**src/rtl/mem_port_arbiter.sv**
```systemverilog
// Fetch/data arbiter for one single-port memory with a watchdog abort.
// Define ARB_ROUND_ROBIN_EN for round-robin ties; default is data priority.
module mem_port_arbiter #(
  parameter int ADDR_WIDTH = 10,
  parameter int DATA_WIDTH = 32,
  parameter int TIMEOUT    = 255
) (
  input  logic                  clock,
  input  logic                  reset,
  input  logic                  if_req,
  input  logic [ADDR_WIDTH-1:0] if_addr,
  output logic [DATA_WIDTH-1:0] if_rdata,
  output logic                  if_done,
  input  logic                  d_req,
  input  logic                  d_we,
  input  logic [ADDR_WIDTH-1:0] d_addr,
  input  logic [DATA_WIDTH-1:0] d_wdata,
  output logic [DATA_WIDTH-1:0] d_rdata,
  output logic                  d_done,
  output logic                  mem_req,
  output logic                  mem_we,
  output logic [ADDR_WIDTH-1:0] mem_addr,
  output logic [DATA_WIDTH-1:0] mem_wdata,
  input  logic [DATA_WIDTH-1:0] mem_rdata,
  input  logic                  mem_ready,
  output logic                  busy,
  output logic                  timeout_err
);

  typedef enum logic [1:0] {
    IDLE,
    FETCH_BUSY,
    DATA_BUSY
  } state_e;

  localparam logic [15:0] WD_LIMIT = 16'(TIMEOUT - 1);

  state_e                state_q, state_d;
  logic                  we_q, we_d;
  logic [ADDR_WIDTH-1:0] addr_q, addr_d;
  logic [DATA_WIDTH-1:0] wdata_q, wdata_d;
  logic [DATA_WIDTH-1:0] if_rdata_q, if_rdata_d;
  logic [DATA_WIDTH-1:0] d_rdata_q, d_rdata_d;
  logic                  if_done_q, if_done_d;
  logic                  d_done_q, d_done_d;
  logic [15:0]           wdog_q, wdog_d;
  logic                  err_q, err_d;
  logic                  pick_data;
  logic                  wd_hit;

`ifdef ARB_ROUND_ROBIN_EN
  // last_q: 1 = data owned the previous access
  logic last_q, last_d;

  assign pick_data = d_req & (~if_req | ~last_q);

  always_ff @(posedge clock or negedge reset) begin
    if (!reset) last_q <= 1'b0;
    else        last_q <= last_d;
  end

  always_comb begin
    last_d = last_q;
    if ((state_q != IDLE) && (mem_ready || wd_hit))
      last_d = (state_q == DATA_BUSY);
  end
`else
  assign pick_data = d_req;
`endif

  assign wd_hit = (wdog_q == WD_LIMIT);

  always_comb begin
    state_d    = state_q;
    we_d       = we_q;
    addr_d     = addr_q;
    wdata_d    = wdata_q;
    if_rdata_d = if_rdata_q;
    d_rdata_d  = d_rdata_q;
    if_done_d  = 1'b0;
    d_done_d   = 1'b0;
    wdog_d     = wdog_q;
    err_d      = err_q;
    unique case (state_q)
      IDLE: begin
        wdog_d = '0;
        if (pick_data) begin
          state_d = DATA_BUSY;
          we_d    = d_we;
          addr_d  = d_addr;
          wdata_d = d_wdata;
        end else if (if_req) begin
          state_d = FETCH_BUSY;
          we_d    = 1'b0;
          addr_d  = if_addr;
        end
      end
      FETCH_BUSY, DATA_BUSY: begin
        priority case (1'b1)
          mem_ready: begin
            state_d = IDLE;
            we_d    = 1'b0;
            wdog_d  = '0;
            if (state_q == FETCH_BUSY) begin
              if_rdata_d = mem_rdata;
              if_done_d  = 1'b1;
            end else begin
              if (!we_q) d_rdata_d = mem_rdata;
              d_done_d = 1'b1;
            end
          end
          wd_hit: begin
            state_d = IDLE;
            we_d    = 1'b0;
            wdog_d  = '0;
            err_d   = 1'b1;
            if (state_q == FETCH_BUSY) begin
              if_rdata_d = '0;
              if_done_d  = 1'b1;
            end else begin
              d_rdata_d = '0;
              d_done_d  = 1'b1;
            end
          end
          default: wdog_d = wdog_q + 16'd1;
        endcase
      end
      default: state_d = IDLE;
    endcase
  end

  always_ff @(posedge clock or negedge reset) begin
    if (!reset) begin
      state_q    <= IDLE;
      we_q       <= 1'b0;
      addr_q     <= '0;
      wdata_q    <= '0;
      if_rdata_q <= '0;
      d_rdata_q  <= '0;
      if_done_q  <= 1'b0;
      d_done_q   <= 1'b0;
      wdog_q     <= '0;
      err_q      <= 1'b0;
    end else begin
      state_q    <= state_d;
      we_q       <= we_d;
      addr_q     <= addr_d;
      wdata_q    <= wdata_d;
      if_rdata_q <= if_rdata_d;
      d_rdata_q  <= d_rdata_d;
      if_done_q  <= if_done_d;
      d_done_q   <= d_done_d;
      wdog_q     <= wdog_d;
      err_q      <= err_d;
    end
  end

  assign mem_req     = (state_q != IDLE);
  assign busy        = (state_q != IDLE);
  assign mem_we      = we_q;
  assign mem_addr    = addr_q;
  assign mem_wdata   = wdata_q;
  assign if_rdata    = if_rdata_q;
  assign d_rdata     = d_rdata_q;
  assign if_done     = if_done_q;
  assign d_done      = d_done_q;
  assign timeout_err = err_q;

endmodule
```
**config.mk**
```make
export PLATFORM = sky130hd
export DESIGN_NAME = mem_port_arbiter
export DESIGN_NICKNAME = d
export VERILOG_FILES = /design/src/rtl/mem_port_arbiter.sv
export SDC_FILE = /design/constraint.sdc
export NUM_CORES = 1
export LEC_CHECK = 0
export CAP_MARGIN = 30
export CORE_ASPECT_RATIO = 1.1
export CORE_UTILIZATION = 49
export CTS_BUF_LIST = sky130_fd_sc_hd__clkbuf_4 sky130_fd_sc_hd__clkbuf_8
export DETAILED_ROUTE_END_ITERATION = 10
export PLACE_DENSITY = 0.95
export SYNTH_ARGS = -nofsm -noshare
export SYNTH_HDL_FRONTEND = slang
export SYNTH_SLANG_ARGS = --single-unit
```
**constraint.sdc**
```tcl
create_clock -name clock -period 5.38 [get_ports clock]
set_clock_uncertainty 0.2 [all_clocks]
set_input_delay 0.538 -clock clock [delete_from_list [all_inputs] [get_ports clock]]
set_output_delay 0.538 -clock clock [all_outputs]
set_load 0.02 [all_outputs]
```
==> flow_summary.yaml <==
drt:
  vias: 4178
  drt-initial-drc-count: 265
  wirelength_um: 14500
  remaining_drc_errors: 0
  routedWlPerCell_um: 19.3
  drt.antenna.violating_nets: 0
  drt_pass1_iterations: 5
  drt-vias-per-instance: 5.57
placement:
  dpl_cell_area_mm2: 0.00728
  io_buffers: 201
  place_congestion: 0.828
  hpwl_um: 9640
  dp.cells: 715
timing:
  relSlewSlack: 0.327
  worstMarginPinSlew_ps: 1000
  rsz0062_at_grt: "no"
  period_share: 0.525
  hold_ws_ps: 266
  setup_tns_ps: 0
  finalCriticalPeriod_ps: 2820
  report.final.slew_viol_count: 0
  final-hold-violation-count: 0
  setup_viol: 0
  max_freq_mhz: 354
synthesis:
  synth_seq_area_share: 0.616
  syn-mean-instance-area_um2: 13.3
  syn-num-nets: 485
  synth_area_mm2: 0.00520
  synthCells: 390
  synth-warning-count: 0
  synth-edff-count: 0
  synthArstFlopShare: 1.00
  synth_ff_type: "dfrtp_1"
  ys_ff_latch: 128
  synth.distinct_cells: 43
clock_tree:
  cts_buffers: 17
  clockBufferDepth: 2
  clock-sinks: 128
  cts_tree: "yes"
  clk_pin_slew_worst_paths_ps: 70
  cts_root_buf: "clkbuf_8"
  clk_latency_ps: 430
  h-tree-depth: 4
critical_path:
  crit_family: "simple AND/OR/NAND/NOR gates"
  critPathMaxFanout: 11
  crit_path_end_kind: "register"
  r2r-end: "wdog_q[5]"
  r2r_start: "wdog_q[11]"
  crit_path_start: "wdog_q[11]"
  r2r_setup_slack_ps: 2560
  slowest_stage: "a21oi_1"
  crit_chain: "or4_4, or4_4, a21oi_1, nor2_1"
  cpPeakStageDelay_ps: 710
  ff2ff_path_depth: 4
  cp.arrival_ps: 2900
  crit_top_cell: "or4_4"
  critPathLaunchType: "register"
  path_buf_inv: 0
  worstPathRequired_ps: 5460
  path_class: "register to register"
power:
  power.total_mw: 4.83
  power_frac_comb: 0.482
  leakagePower_nw: 3.31
  switching_share: 0.370
  power_density_mw_per_mm2: 623
  power_frac_clock: 0.180
  p_seq_frac: 0.338
  p_int_mw: 3.04
  netSwitchingPower_mw: 1.79
  ir_drop_uv: 397
grt:
  grt_max_degree: 80
  grt_use_met2: 0.450
  grtUsageTotal: 0.266
  gr-usage-met1: 0.298
  busiest_layer: "met2"
  antenna_found_initial: 0
  gr-total-overflow: 0
  grt_pass1_vias: 4306
  grt_pass1_wl_um: 22000
  met3_usage: 0.0902
floorplan:
  core_area_mm2: 0.0103
  row_count: 39
  die_h_um: 110
  dieArea_mm2: 0.0110
  io_pins: 202
  dieWidth_um: 100
  start_util: 0.503
layout:
  multiInputGateArea_mm2: 0.00182
  syn_to_final_growth_pct: 49.0
  fin_area_mm2: 0.00775
  final_cells: 750
  num_antenna_cells: 0
  regArea_mm2: 0.00320
  fillers: 625
  nets: 689
  final_layout_size_suffix_gt1_frac: 0.143
min_path:
  hold_class: "input port to async pin"
job:
  maxCapViolCount: 0
run_status:
  status: "complete, no violations"
==> area by class of cell <==
cell class | count | area share
clock buffer | 23 | 0.0376
clock inverter | 9 | 0.0170
inverter | 10 | 0.00484
multi-input combinational | 229 | 0.235
sequential | 128 | 0.413
tap | 143 | 0.0231
timing repair buffer | 208 | 0.269
==> per-stage QoR <==
step | setup slack, ps | utilization
floorplan | 3190 | -
detailed placement | 2350 | 0.704
global placement | 2490 | 0.704
global route | 2290 | 0.749
finish | 2560 | 0.749
CTS | 2590 | 0.745
==> worst max path at each step <==
stage / to / depth (start not counted) / slack (ps)
after floorplan: d_rdata[10] / 5 / 3190
after global placement: mem_we / 5 / 2490
after detailed placement: mem_we / 5 / 2350
after CTS: wdog_q[5] / 4 / 2590
after global routing: wdog_q[14] / 5 / 2290
final: wdog_q[5] / 4 / 2560
==> Yosys cell counts, types with 7 or more instances <==
master	instances	area (µm²)
inv_1	10	37.5
mux2_2	32	360
xnor2_1	9	78.8
clkbuf_1	10	37.5
mux2i_1	10	100
o21ai_0	17	85.1
nor3_1	7	35.0
nor2_1	13	48.8
nand3_1	10	50.1
dfrtp_1	128	3200
a22o_1	62	543
nand2_1	24	90.1
buf_6	7	78.8
==> kinds of logic (layout without fill, tap and decap cells) <==
| logic type | after synthesis | after routing | synth area share |
|---|---|---|---|
| and+or+nand+nor | 76 | 76 | 0.0782 |
| DFF | 128 | 128 | 0.616 |
| xor gates and xnor gates | 9 | 9 | 0.0152 |
| buffers and inverters | 33 | 250 | 0.0354 |
| AOI/OAI and AO/OA | 97 | 97 | 0.155 |
| muxes | 42 | 42 | 0.0885 |
| adders and majority gates | 5 | 5 | 0.0120 |
==> sequential cells by signal, summed over array words and instances, names as in the netlist <==
signal       cells
timeout_err      1
mem_addr        10
d_done           1
if_done          1
if_rdata        32
mem_wdata       32
d_rdata         32
state_q          2
wdog_q          16
mem_we           1
==> layout by cell type, fill, tap and decap left out, types with 2 or more instances in the layout <==
master	count
mux2i_1	10
clkdlybuf4s50_1	200
clkinv_4	2
clkinv_2	3
nand2_1	24
or4_4	2
or3_1	2
buf_4	6
a21oi_1	4
nor3_1	6
nand4_1	3
a22o_2	2
clkbuf_8	19
nand3_1	10
nor4_1	4
clkbuf_4	4
a22o_1	62
bufinv_16	3
o21ai_0	16
inv_1	10
nor2_1	12
xnor2_1	9
mux2_2	32
nand4bb_1	2
nand2b_1	2
dfrtp_1	128
ha_1	5
==> power by group through the flow <==
| stage | sequential (mW) | combinational, mW | clock (mW) |
|---|---|---|---|
| CTS | 1.63 | 2.34 | 0.884 |
| global placement | 1.60 | 2.24 | 0 |
| finish | 1.63 | 2.33 | 0.869 |
| detailed placement | 1.63 | 2.31 | 0 |
| floorplan | 2.09 | 0.741 | 0 |
| global route | 1.68 | 2.46 | 0.928 |
==> repair_timing <==
item	CTS	global route
buffers inserted	0	0
endpoints found under the hold margin	0	5
hold buffers	0	1
resized for setup	0	0
==> routing by layer <==
metal | vias up | share of wire
met4 | 0 | 0.023
met5 | - | 0
li1 | 1836 | -
met2 | 198 | 0.52
met3 | 26 | 0.077
met1 | 2118 | 0.38
Note: power is estimated with default switching activity, not from simulation.
